`config.mk`:
```
export PLATFORM = sky130hd
export DESIGN_NAME = hub75_scan_driver
export DESIGN_NICKNAME = d
export VERILOG_FILES = /design/src/rtl/hub75_scan_driver_pkg.sv /design/src/rtl/hub75_timer.sv /design/src/rtl/hub75_scan_driver.sv
export SDC_FILE = /design/constraint.sdc
export NUM_CORES = 1
export LEC_CHECK = 0
export CORE_MARGIN = 5
export CORE_UTILIZATION = 46
export DETAILED_ROUTE_END_ITERATION = 16
export HOLD_SLACK_MARGIN = 0.15
export PLACE_DENSITY_LB_ADDON = 0.25
export SLEW_MARGIN = 15
export SYNTH_ARGS = -nofsm -noshare
export SYNTH_HDL_FRONTEND = slang
export SYNTH_SLANG_ARGS = --single-unit
```
`constraint.sdc`:
```
create_clock -name clk -period 2.46 [get_ports clk]
set_input_delay 0.246 -clock clk [delete_from_list [all_inputs] [get_ports clk]]
set_output_delay 0.246 -clock clk [all_outputs]
set_load 0.05 [all_outputs]
```
`src/rtl/hub75_scan_driver_pkg.sv`:
```
// Shared definitions for the HUB75 scan driver and the pixel/matrix generator.
// Panel geometry: 64 columns, 1/16 scan, with upper and lower halves shifted together.
// Scan FSM state encoding: IDLE, SHIFT, BLANK, LATCH, DISPLAY.
package hub75_scan_driver_pkg;

  localparam int PANEL_COLS      = 64;
  localparam int PANEL_ROWS_HALF = 16;

  typedef enum logic [2:0] {
    ST_IDLE    = 3'd0,
    ST_SHIFT   = 3'd1,
    ST_BLANK   = 3'd2,
    ST_LATCH   = 3'd3,
    ST_DISPLAY = 3'd4
  } state_t;

endpackage

```
`src/rtl/hub75_timer.sv`:
```
// Purpose: loadable down-counter; done is high while the count is zero.
// Latency: a load of N gives N+1 cycles in the loaded phase before done.
// Backpressure: none; load takes priority over counting.
// Ports: clk, rst (async active-low), load/load_val (start a count), done.
module hub75_timer #(
  parameter int W = 9
) (
  input  logic         clk,
  input  logic         rst,
  input  logic         load,
  input  logic [W-1:0] load_val,
  output logic         done
);

  logic [W-1:0] cnt;

  always_ff @(posedge clk or negedge rst) begin
    if (!rst) begin
      cnt <= '0;
    end else if (load) begin
      cnt <= load_val;
    end else if (cnt != '0) begin
      cnt <= cnt - 1'b1;
    end
  end

  assign done = (cnt == '0);

endmodule

```
`src/rtl/hub75_scan_driver.sv`:
```
// Purpose: scans a 64x32 HUB75 panel (1/16 scan) by addressing the pixel generator and serialising its bits.
// Latency: panel data is registered one cycle after the col/row address is presented; row period 2*COLS+BLANK_CYC+1+ON_CYC.
// Backpressure: none; en=0 parks the scan (panel dark, row held) on the next cycle.
// Ports: clk, rst (async active-low), en; col/row to the generator; R0..B1 from it;
//        p_r0..p_b1, p_clk, p_lat, p_oe_n, p_a to the panel; frame_done pulse.
module hub75_scan_driver
  import hub75_scan_driver_pkg::*;
#(
  parameter int COLS      = PANEL_COLS,
  parameter int ROWS      = PANEL_ROWS_HALF,
  parameter int BLANK_CYC = 2,
  parameter int ON_CYC    = 256
) (
  input  logic                    clk,
  input  logic                    rst,
  input  logic                    en,
  output logic [$clog2(COLS)-1:0] col,
  output logic [$clog2(ROWS)-1:0] row,
  input  logic                    R0,
  input  logic                    G0,
  input  logic                    B0,
  input  logic                    R1,
  input  logic                    G1,
  input  logic                    B1,
  output logic                    p_r0,
  output logic                    p_g0,
  output logic                    p_b0,
  output logic                    p_r1,
  output logic                    p_g1,
  output logic                    p_b1,
  output logic                    p_clk,
  output logic                    p_lat,
  output logic                    p_oe_n,
  output logic [$clog2(ROWS)-1:0] p_a,
  output logic                    frame_done
);

  localparam int CW = $clog2(COLS);
  localparam int RW = $clog2(ROWS);
  localparam int TW = $clog2(((ON_CYC > BLANK_CYC) ? ON_CYC : BLANK_CYC) + 1);

  localparam logic [CW-1:0] COL_LAST = CW'(COLS - 1);
  localparam logic [RW-1:0] ROW_LAST = RW'(ROWS - 1);
  // Timer is loaded with N-1 so the phase lasts N cycles including the done cycle.
  localparam logic [TW-1:0] BLANK_LD = TW'(BLANK_CYC - 1);
  localparam logic [TW-1:0] ON_LD    = TW'(ON_CYC - 1);

  state_t        state, state_nxt;
  logic          phase, phase_nxt;
  logic          t_load;
  logic [TW-1:0] t_val;
  logic          t_done;
  logic          row_end;

  hub75_timer #(.W(TW)) u_timer (
    .clk      (clk),
    .rst      (rst),
    .load     (t_load),
    .load_val (t_val),
    .done     (t_done)
  );

  always_ff @(posedge clk or negedge rst) begin
    if (!rst) begin
      state <= ST_IDLE;
      phase <= 1'b0;
    end else begin
      state <= state_nxt;
      phase <= phase_nxt;
    end
  end

  always_comb begin
    state_nxt = state;
    phase_nxt = 1'b0;
    t_load    = 1'b0;
    t_val     = BLANK_LD;
    case (state)
      ST_IDLE: begin
        if (en) state_nxt = ST_SHIFT;
      end
      ST_SHIFT: begin
        phase_nxt = ~phase;
        if (phase && (col == COL_LAST)) begin
          state_nxt = ST_BLANK;
          t_load    = 1'b1;
          t_val     = BLANK_LD;
        end
      end
      ST_BLANK: begin
        if (t_done) state_nxt = ST_LATCH;
      end
      ST_LATCH: begin
        state_nxt = ST_DISPLAY;
        t_load    = 1'b1;
        t_val     = ON_LD;
      end
      ST_DISPLAY: begin
        if (t_done) state_nxt = ST_SHIFT;
      end
      default: state_nxt = ST_IDLE;
    endcase
    // Dropping en parks the scan from any state on the next cycle.
    if (!en) begin
      state_nxt = ST_IDLE;
      phase_nxt = 1'b0;
      t_load    = 1'b0;
    end
  end

  // A row only counts as shown if its display phase ran to completion while enabled.
  assign row_end = (state == ST_DISPLAY) && t_done && en;

  always_ff @(posedge clk or negedge rst) begin
    if (!rst) begin
      col        <= '0;
      row        <= '0;
      p_a        <= '0;
      {p_r0, p_g0, p_b0, p_r1, p_g1, p_b1} <= '0;
      p_clk      <= 1'b0;
      p_lat      <= 1'b0;
      p_oe_n     <= 1'b1;
      frame_done <= 1'b0;
    end else begin
      if ((state == ST_SHIFT) && (state_nxt == ST_SHIFT) && phase) begin
        col <= col + 1'b1;
      end else if (state_nxt != ST_SHIFT) begin
        col <= '0;
      end

      if (row_end) begin
        row <= (row == ROW_LAST) ? '0 : row + 1'b1;
      end
      frame_done <= row_end && (row == ROW_LAST);

      if (state_nxt == ST_LATCH) begin
        p_a <= row;
      end

      // Generator output is valid for the address presented during phase 0.
      if ((state == ST_SHIFT) && !phase && en) begin
        {p_r0, p_g0, p_b0, p_r1, p_g1, p_b1} <= {R0, G0, B0, R1, G1, B1};
      end

      // Strobes are registered from the next state so they line up with it exactly.
      p_clk  <= (state_nxt == ST_SHIFT) && phase_nxt;
      p_lat  <= (state_nxt == ST_LATCH);
      p_oe_n <= (state_nxt != ST_DISPLAY);
    end
  end

endmodule

```
==> impl_metrics.json, run 1 <==
{
  "status": "completed",
  "tightest_slew_ns": 0.785,
  "critPathArrivalTime_ns": 1.61,
  "drive_gt1_share_pct": 16.8,
  "cts.path.max_buffers": 2,
  "syn_inst": 145,
  "dr.pass1.iters": 4,
  "pwr_density_cell_nw_per_um2": 611,
  "area_growth_pct": 27.8,
  "synthTopCellsByArea": "dfrtp_1 (52%), mux2_2 (7.8%), xor2_1 (4.1%)",
  "die_width_um": 71.2,
  "row_count": 22,
  "worstHoldStart": "p_b0$_DFFE_PN0P_",
  "period_needed_ns": 1.85,
  "ctsResizeCount": 0,
  "yosysTopAreaCell": "dfrtp_1",
  "crit_required_ns": 2.21,
  "leakage_nw": 1.04,
  "cts_tree": "built",
  "cp_cell_sequence": "clkdlybuf4s50_1",
  "reg2reg_from": "u_timer.cnt[0]$_DFFE_PN0P_",
  "slew_headroom_pct": 47.7,
  "fin_cells": 233,
  "syn_nets": 158,
  "finalHoldWorstSlack_ns": 0.507,
  "fmax_mhz": 540,
  "fin_skew_ns": 0.00808,
  "die-area_um2": 5080,
  "hpwl_mm": 2.34,
  "post-route-period-util_pct": 75.3,
  "routed_wirelength_mm": 3.22,
  "grt_pass1_vias": 1253,
  "diodes": 0,
  "ys_ff_latch": 37,
  "initialDrtViolationCount": 72,
  "detail_route.wl_per_cell_um": 13.8,
  "nets": 197,
  "cp-start-kind": "flop",
  "grt_max_degree": 38,
  "vdd_drop_max_mv": 0.435,
  "initial_core_util_pct": 47.1,
  "chipHeight_um": 71.2,
  "rsz0062_at_grt": "no",
  "port_buffers": 32,
  "antenna_found_initial": 0,
  "cts-root-buf": "clkbuf_8",
  "drv_slew": 0,
  "finalWeightedCongestion": 0.828,
  "vias": 1189,
  "cts_max_level": 2,
  "cts_setup_buffers": 0,
  "clk_latency_ns": 0.29,
  "cp_max_fo": 6,
  "grtUsageTotal_pct": 14.6,
  "grt_remaining_overflow": 0,
  "io_pins": 33,
  "post-route-drc-count": 0,
  "syn_avg_cell_area_um2": 11.9,
  "path_clk_slew_ns": 0.07,
  "setup.worst_path.end_class": "primary output",
  "syn_area_um2": 1730,
  "critPathMaxStageDelay_ns": 0.85,
  "synth.yosys.seq_area_share_pct": 53.7,
  "synth.distinct_cells": 36,
  "numClockSinks": 37,
  "cp_top_family": "buffers and inverters",
  "drtAntennaViolNets": 0,
  "tns_ns": 0,
  "grt_pass1_wl_mm": 5.84,
  "synth_top_area_share_pct": 52.2,
  "cts_buffers": 5,
  "setup_viol_count_final": 0,
  "yosysWarnings": 0,
  "maxCapViolations": 0,
  "crit_start": "row[2]$_DFFE_PN0P_",
  "coreArea_um2": 3660,
  "hold_violations": 0,
  "avgViaCountPerCell": 5.10,
  "path_buf_inv": 1,
  "hp-class": "flop to flop",
  "cp_slowest_cell": "clkdlybuf4s50_1",
  "dp.cells": 224,
  "crit_type": "flop to primary output"
}
## cells in the mapped netlist
cell	number
dfrtp_1	36
nor4bb_1	1
nor4b_2	1
nand2b_1	1
a22oi_1	1
o21ai_0	8
buf_6	1
nor2b_1	1
a21oi_1	1
xor2_1	8
and3_1	3
a31oi_1	1
o31ai_1	1
nor2_1	12
nor3b_1	5
dfstp_2	1
mux2i_1	1
nand3_4	1
inv_1	3
a21bo_2	1
and4bb_2	1
nand3_1	8
and2b_1	1
o21a_1	1
clkbuf_1	1
nor3_1	2
and2b_2	2
nand2_1	9
nand4_1	5
a22o_1	1
ha_1	4
nor3b_4	1
nor4_4	1
and2_1	2
xnor2_1	6
mux2_2	12
## placed cells by master (no fill, tap or decap), types with 2 or more instances in the layout
cell type	n
nor3b_1	5
o21ai_0	8
xnor2_1	6
nor2_1	12
and2b_2	2
nand3_1	8
ha_1	4
dfrtp_1	36
clkbuf_8	7
nand2_1	9
nand4_1	5
clkdlybuf4s50_1	31
nor3_1	2
and3_1	3
mux2_2	12
xor2_1	8
and2_1	2
inv_1	3
## layer usage
layer | global-route usage [%] | up-vias | wire length (µm)
li1 | - | 581 | -
met1 | 18.9 | 583 | 1430
met2 | 22.3 | 20 | 1610
met3 | 4.77 | 5 | 120
met4 | 6.26 | 0 | 65
met5 | 0 | - | 0
## final timing paths
| kind | to | slack (ns) | depth (start not counted) |
|---|---|---|---|
| worst max-delay path | row[2] | 0.61 | 1 |
| worst min-delay path | p_b0$_DFFE_PN0P_ | 0.51 | 1 |
| worst max register to register | row[0]$_DFFE_PN0P_ | 0.61 | 6 |
| worst min register to register | p_b0$_DFFE_PN0P_ | 0.51 | 1 |
| max in group asynchronous | col[5]$_DFFE_PN0P_ | 1.38 | 2 |
| min in group asynchronous | u_timer.cnt[6]$_DFFE_PN0P_ | 0.58 | 2 |
## metrics by stage
step	instance area [µm²]	util (%)	setup WS, ns	power [mW]
2_1_floorplan	1730	-	0.709	0.809
3_3_place_gp	2090	57.2	0.587	0.895
3_5_place_dp	2090	57.2	0.533	0.901
4_1_cts	2200	60.2	0.574	1.37
5_1_grt	2200	60.2	0.439	1.42
6_report	2200	60.2	0.607	1.35
## final cells by class
cell class | instances | area, µm²
Timing Repair Buffer | 34 | 333
Tap cell | 48 | 60.1
Sequential cell | 37 | 927
Fill cell | 303 | 1460
Multi-Input combinational cell | 103 | 772
Clock inverter | 1 | 5.00
Clock buffer | 7 | 96.3
Inverter | 3 | 11.3
## sequential cells by signal, summed over array words and instances (netlist names)
signal and cells:
p_oe_n 1, p_b1 1, p_b0 1, frame_done 1, p_r1 1, p_a 4, col 6, state 3
p_g1 1, row 4, phase 1, p_g0 1, p_clk 1, p_lat 1, p_r0 1, u_timer.cnt 9
## cell families after synthesis
group / after synthesis / synth area share [%]
xor+xnor: 14 / 7.11
compound gates: 15 / 5.37
buf+inv: 5 / 1.52
mux: 13 / 8.41
fa+ha+maj: 4 / 2.90
simple gates: 57 / 21.0
flops: 37 / 53.7
## power by group
group | internal [mW] | total [mW] | switching [mW] | leakage, nW
clock | 0.253 | 0.460 | 0.207 | 0.0542
combinational | 0.0883 | 0.230 | 0.141 | 0.493
sequential | 0.637 | 0.657 | 0.0205 | 0.494
total | 0.978 | 1.35 | 0.369 | 1.04
## what timing repair did
action,CTS,global route
setup endpoints to repair,0,0
hold buffers,1,0
endpoints found under the hold margin,36,0
Power figures use the tool's default switching activity.
==> run 2, diff against run 1 <==
Clock period 2.46 ns to 1.62 ns, I/O delays scaled along.
==> run 2 against run 1 <==
Register-to-register slack lost 0.61 ns. Critical endpoint is now p_a[2]$_DFFE_PN0P_. Critical path type is now flop to flop. Sequential power grew 52%. Design area rose by 7.0%. Highest routed layer unchanged. Clock power is 38% higher. Wire length increased by 12%. First-iteration DRC count down 18%. Worst setup slack got worse by 0.61 ns.
==> impl_metrics.json, run 2 (synthesis results as in run 1) <==
{
  "status": "completed",
  "p_total_mw": 1.99,
  "cp-start-kind": "flop",
  "cts_max_level": 2,
  "reg_top3": "u_timer.cnt (9), col (6)",
  "cts.path.max_buffers": 2,
  "largest_register_ffs": 9,
  "avgViaCountPerCell": 5.24,
  "routed_wirelength_mm": 3.62,
  "drive_gt1_share_pct": 42.3,
  "critPathArrivalTime_ns": 1.79,
  "tightest_slew_ns": 0.437,
  "setup.worst_path.end_class": "flop",
  "hp-class": "input pin to asynchronous set/reset pin",
  "post-route-period-util_pct": 99.9,
  "grt_pass1_wl_mm": 6.28,
  "cts-root-buf": "clkbuf_8",
  "cts_tree": "built",
  "crit_required_ns": 1.79,
  "grtUsageTotal_pct": 15.8,
  "cp_max_fo": 6,
  "vdd_drop_max_mv": 0.787,
  "regMostFlops": "u_timer.cnt",
  "port_buffers": 32,
  "io_pins": 33,
  "final_common_cell": "buf_4",
  "leakage_nw": 1.20,
  "detail_route.wl_per_cell_um": 14.1,
  "initialDrtViolationCount": 59,
  "antenna_found_initial": 0,
  "final_cell_mix": "buf_4 (48), dfrtp_1 (34), nor2_1 (12)",
  "tns_ns": 0,
  "area_growth_pct": 36.7,
  "die-area_um2": 5080,
  "coreArea_um2": 3660,
  "die_width_um": 71.2,
  "period_needed_ns": 1.62,
  "diodes": 0,
  "finalWeightedCongestion": 0.793,
  "chipHeight_um": 71.2,
  "post-route-drc-count": 0,
  "fin_skew_ns": 0.00553,
  "rsz0062_at_grt": "yes",
  "hpwl_mm": 2.75,
  "path_clk_slew_ns": 0.07,
  "setup_viol_count_final": 0,
  "maxCapViolations": 0,
  "slew_headroom_pct": 70.9,
  "crit_type": "flop to flop",
  "fillers": 293,
  "dp.cells": 244,
  "vias": 1341,
  "fin_cells": 256,
  "pwr_density_cell_nw_per_um2": 844,
  "clk_latency_ns": 0.28,
  "hold_violations": 0,
  "grt_remaining_overflow": 0,
  "nets": 220,
  "cts_buffers": 5,
  "row_count": 22,
  "grt_max_degree": 20,
  "numClockSinks": 37,
  "drv_slew": 0,
  "dr.pass1.iters": 4,
  "fmax_mhz": 618,
  "initial_core_util_pct": 47.1,
  "grt_pass1_vias": 1439,
  "drtAntennaViolNets": 0
}
## run 2: area by class of cell
cell class	instances	area (µm²)	area share, %
clock buffers	8	90.1	3.82
inverters	3	11.3	0.477
multi-input cells	103	822	34.9
flip-flops and latches	37	930	39.4
well taps	48	60.1	2.55
repair buffers	57	445	18.9
## run 2: what timing repair did
| item | 4_1_cts | 5_1_grt |
|---|---|---|
| hold buffers | 1 | 0 |
| setup endpoints to repair | 25 | 8 |
| resized for setup | 11 | 4 |
| buffers inserted | 2 | 1 |
| hold endpoints to repair | 17 | 0 |
| pin swaps | 2 | 2 |
## run 2: metrics by stage
step	worst slack, ns	hold slack [ns]	area (µm²)	util (%)
finish	0.00172	0.356	2360	64.4
floorplan	0.0116	-0.134	1730	-
global placement	-0.0653	0.121	2190	59.7
global route	-0.0475	0.381	2360	64.4
CTS	0.00148	0.362	2340	63.9
detailed placement	-0.223	0.128	2190	59.7
## run 2: path summary, 6_finish.rpt
kind / start / endpoint / slack, ns / cells past startpoint
hold / removal: rst / row[0]$_DFFE_PN0P_ / 0.36 / 2
min in group clk: B0 / p_b0$_DFFE_PN0P_ / 0.49 / 2
hold reg to reg: p_b0$_DFFE_PN0P_ / p_b0$_DFFE_PN0P_ / 0.51 / 1
max in group asynchronous: rst / col[0]$_DFFE_PN0P_ / 0.76 / 3
setup / recovery: u_timer.cnt[0]$_DFFE_PN0P_ / p_a[2]$_DFFE_PN0P_ / 0.002 / 6
setup reg to reg: u_timer.cnt[0]$_DFFE_PN0P_ / p_a[2]$_DFFE_PN0P_ / 0.002 / 6
## run 2: critical path, cell delays in order, from the launching register on
cell,delay (ns)
dfrtp_1,0.40
inv_2,0.09
ha_4,0.13
nor4b_4,0.21
and2_4,0.25
nand3_4,0.11
mux2_4,0.31
## run 2: where the power goes
group / switching (mW) / total (mW) / internal, mW
sequential: 0.0306 / 0.999 / 0.969
clock: 0.290 / 0.637 / 0.346
combinational: 0.220 / 0.354 / 0.133
total: 0.541 / 1.99 / 1.45
## run 2: routing by layer
metal | track usage [%] | share of wire (%) | vias up
li1 | - | - | 634
met1 | 17.0 | 40 | 677
met2 | 28.0 | 54 | 23
met3 | 5.47 | 3.9 | 7
met4 | 6.68 | 1.9 | 0
met5 | 0 | 0 | -
==> run 3, diff against run 2 <==
Settings changed: CTS_BUF_LIST set to sky130_fd_sc_hd__clkbuf_16.
==> run 3 against run 2 <==
Count of clock-buffer cells in the layout fell by 3. Clock power rose by 38%. Combinational power barely moved. Total power rose by 12%. Sequential cell count did not move. Global-route usage rose by 0.36 points. Highest routed layer unchanged. Wire length rose by 1.6%. Non-clock buffer count did not move. Clock skew barely moved. Fmax rose by 1.2%. Critical path type unchanged. Worst hold slack improved by 0.011 ns.
==> impl_metrics.json, run 3 (synthesis results as in run 1) <==
{
  "status": "completed",
  "post-route-drc-count": 0,
  "pwr_density_cell_nw_per_um2": 927,
  "coreArea_um2": 3660,
  "routed_wirelength_mm": 3.68,
  "port_buffers": 32,
  "critPathMaxStageDelay_ns": 0.39,
  "path_buf_inv": 1,
  "fmax_mhz": 625,
  "hp-class": "input pin to asynchronous set/reset pin",
  "grt_pass1_vias": 1457,
  "critPathArrivalTime_ns": 1.76,
  "cts_buffers": 5,
  "row_count": 22,
  "crit_type": "flop to flop",
  "place_ws_ns": -0.223,
  "cp_cell_sequence": "inv_2, ha_4, nor4b_4, and2_4, nand3_4, mux2_4",
  "nets": 220,
  "initial_core_util_pct": 47.1,
  "hold_violations": 0,
  "rsz0062_at_grt": "yes",
  "hpwl_mm": 2.75,
  "detail_route.wl_per_cell_um": 14.4,
  "final_common_cell": "buf_4",
  "cts_max_level": 2,
  "setup_viol_count_final": 0,
  "clk_latency_ns": 0.28,
  "crit_required_ns": 1.78,
  "cp-start-kind": "flop",
  "fin_skew_ns": 0.00600,
  "chipHeight_um": 71.2,
  "grt_pass1_wl_mm": 6.38,
  "setup.worst_path.end_class": "flop",
  "die_width_um": 71.2,
  "regMostFlops": "u_timer.cnt",
  "path_clk_slew_ns": 0.05,
  "drive_gt1_share_pct": 42.3,
  "post-route-period-util_pct": 98.7,
  "area_growth_pct": 39.5,
  "dr.pass1.iters": 4,
  "io_pins": 33,
  "antenna_found_initial": 0,
  "avgViaCountPerCell": 5.13,
  "drv_slew": 0,
  "grt_max_degree": 20,
  "cts_tree": "built",
  "maxCapViolations": 0,
  "reg_top3": "u_timer.cnt (9), col (6)",
  "numClockSinks": 37,
  "ff2ff_path_depth": 6,
  "final_cell_mix": "buf_4 (48), dfrtp_1 (34), nor2_1 (11), mux2_2 (11), xor2_1 (8)",
  "tightest_slew_ns": 0.439,
  "worst-path-stages": 6,
  "leakage_nw": 1.23,
  "die-area_um2": 5080,
  "diodes": 0,
  "vdd_drop_max_mv": 0.759,
  "slew_headroom_pct": 70.8,
  "cp_top_family": "simple AND/OR/NAND/NOR gates",
  "finalWeightedCongestion": 0.793,
  "fin_ws_ns": 0.0206,
  "cp_slowest_cell": "dfrtp_1",
  "period_needed_ns": 1.60,
  "grtUsageTotal_pct": 16.2,
  "p_total_mw": 2.23,
  "largest_register_ffs": 9,
  "vias": 1314,
  "cts.path.max_buffers": 2,
  "cp_max_fo": 5,
  "initialDrtViolationCount": 70,
  "drtAntennaViolNets": 0,
  "grt_remaining_overflow": 0,
  "cts-root-buf": "clkbuf_16"
}
run 3: area by class of cell:
cell class                      count  area [µm²]
Fill cell                         289        1250
Sequential cell                    37         930
Multi-Input combinational cell    103         825
Timing Repair Buffer               57         445
Clock buffer                        5         125
Tap cell                           48        60.1
Clock inverter                      3        11.3
Inverter                            3        11.3
run 3: timing repair:
action | 4_1_cts | 5_1_grt
pin swaps | 1 | 5
hold buffers | 1 | 0
hold endpoints to repair | 16 | 0
gates resized for setup | 8 | 8
endpoints found under the setup margin | 25 | 19
buffers inserted | 3 | 1
run 3: power breakdown:
part	total [mW]	leakage (nW)	switching (mW)	internal, mW
registers	1.00	0.491	0.0304	0.971
clock network	0.876	0.0738	0.325	0.551
logic	0.355	0.663	0.221	0.134
total	2.23	1.23	0.576	1.66
run 3: worst register-to-register path, cell delays in order, from the launching register on:
cell and delay [ns]:
dfrtp_1 0.39, inv_2 0.09, ha_4 0.13, nor4b_4 0.21, and2_4 0.24, nand3_4 0.11, mux2_4 0.32
run 3: path summary, 6_finish.rpt:
kind | end | start | slack [ns]
max in group asynchronous | col[0]$_DFFE_PN0P_ | rst | 0.75
setup reg to reg | p_a[1]$_DFFE_PN0P_ | u_timer.cnt[0]$_DFFE_PN0P_ | 0.02
min in group clk | p_b0$_DFFE_PN0P_ | B0 | 0.50
hold / removal | state[1]$_DFF_PN0_ | rst | 0.37
hold reg to reg | p_b0$_DFFE_PN0P_ | p_b0$_DFFE_PN0P_ | 0.50
setup / recovery | p_a[1]$_DFFE_PN0P_ | u_timer.cnt[0]$_DFFE_PN0P_ | 0.02
run 3: per-stage QoR:
step / hold WS [ns] / cells / setup TNS (ns) / util [%] / cell area [µm²]
after floorplan: -0.134 / 145 / 0 / - / 1730
after global placement: 0.121 / 244 / -0.709 / 59.7 / 2190
after detailed placement: 0.128 / 244 / -3.12 / 59.7 / 2190
after CTS: 0.378 / 256 / 0 / 65.0 / 2380
after global routing: 0.411 / 256 / -0.0293 / 65.8 / 2410
final: 0.366 / 256 / 0 / 65.8 / 2410
run 3: layer usage:
metal  vias to the layer above  wire length [µm]  GRT usage (%)
li1                        633                 -              -
met5                         -                 0              0
met1                       654              1520           17.3
met3                         7               125           5.05
met4                         0                59           7.10
met2                        20              1980           29.0
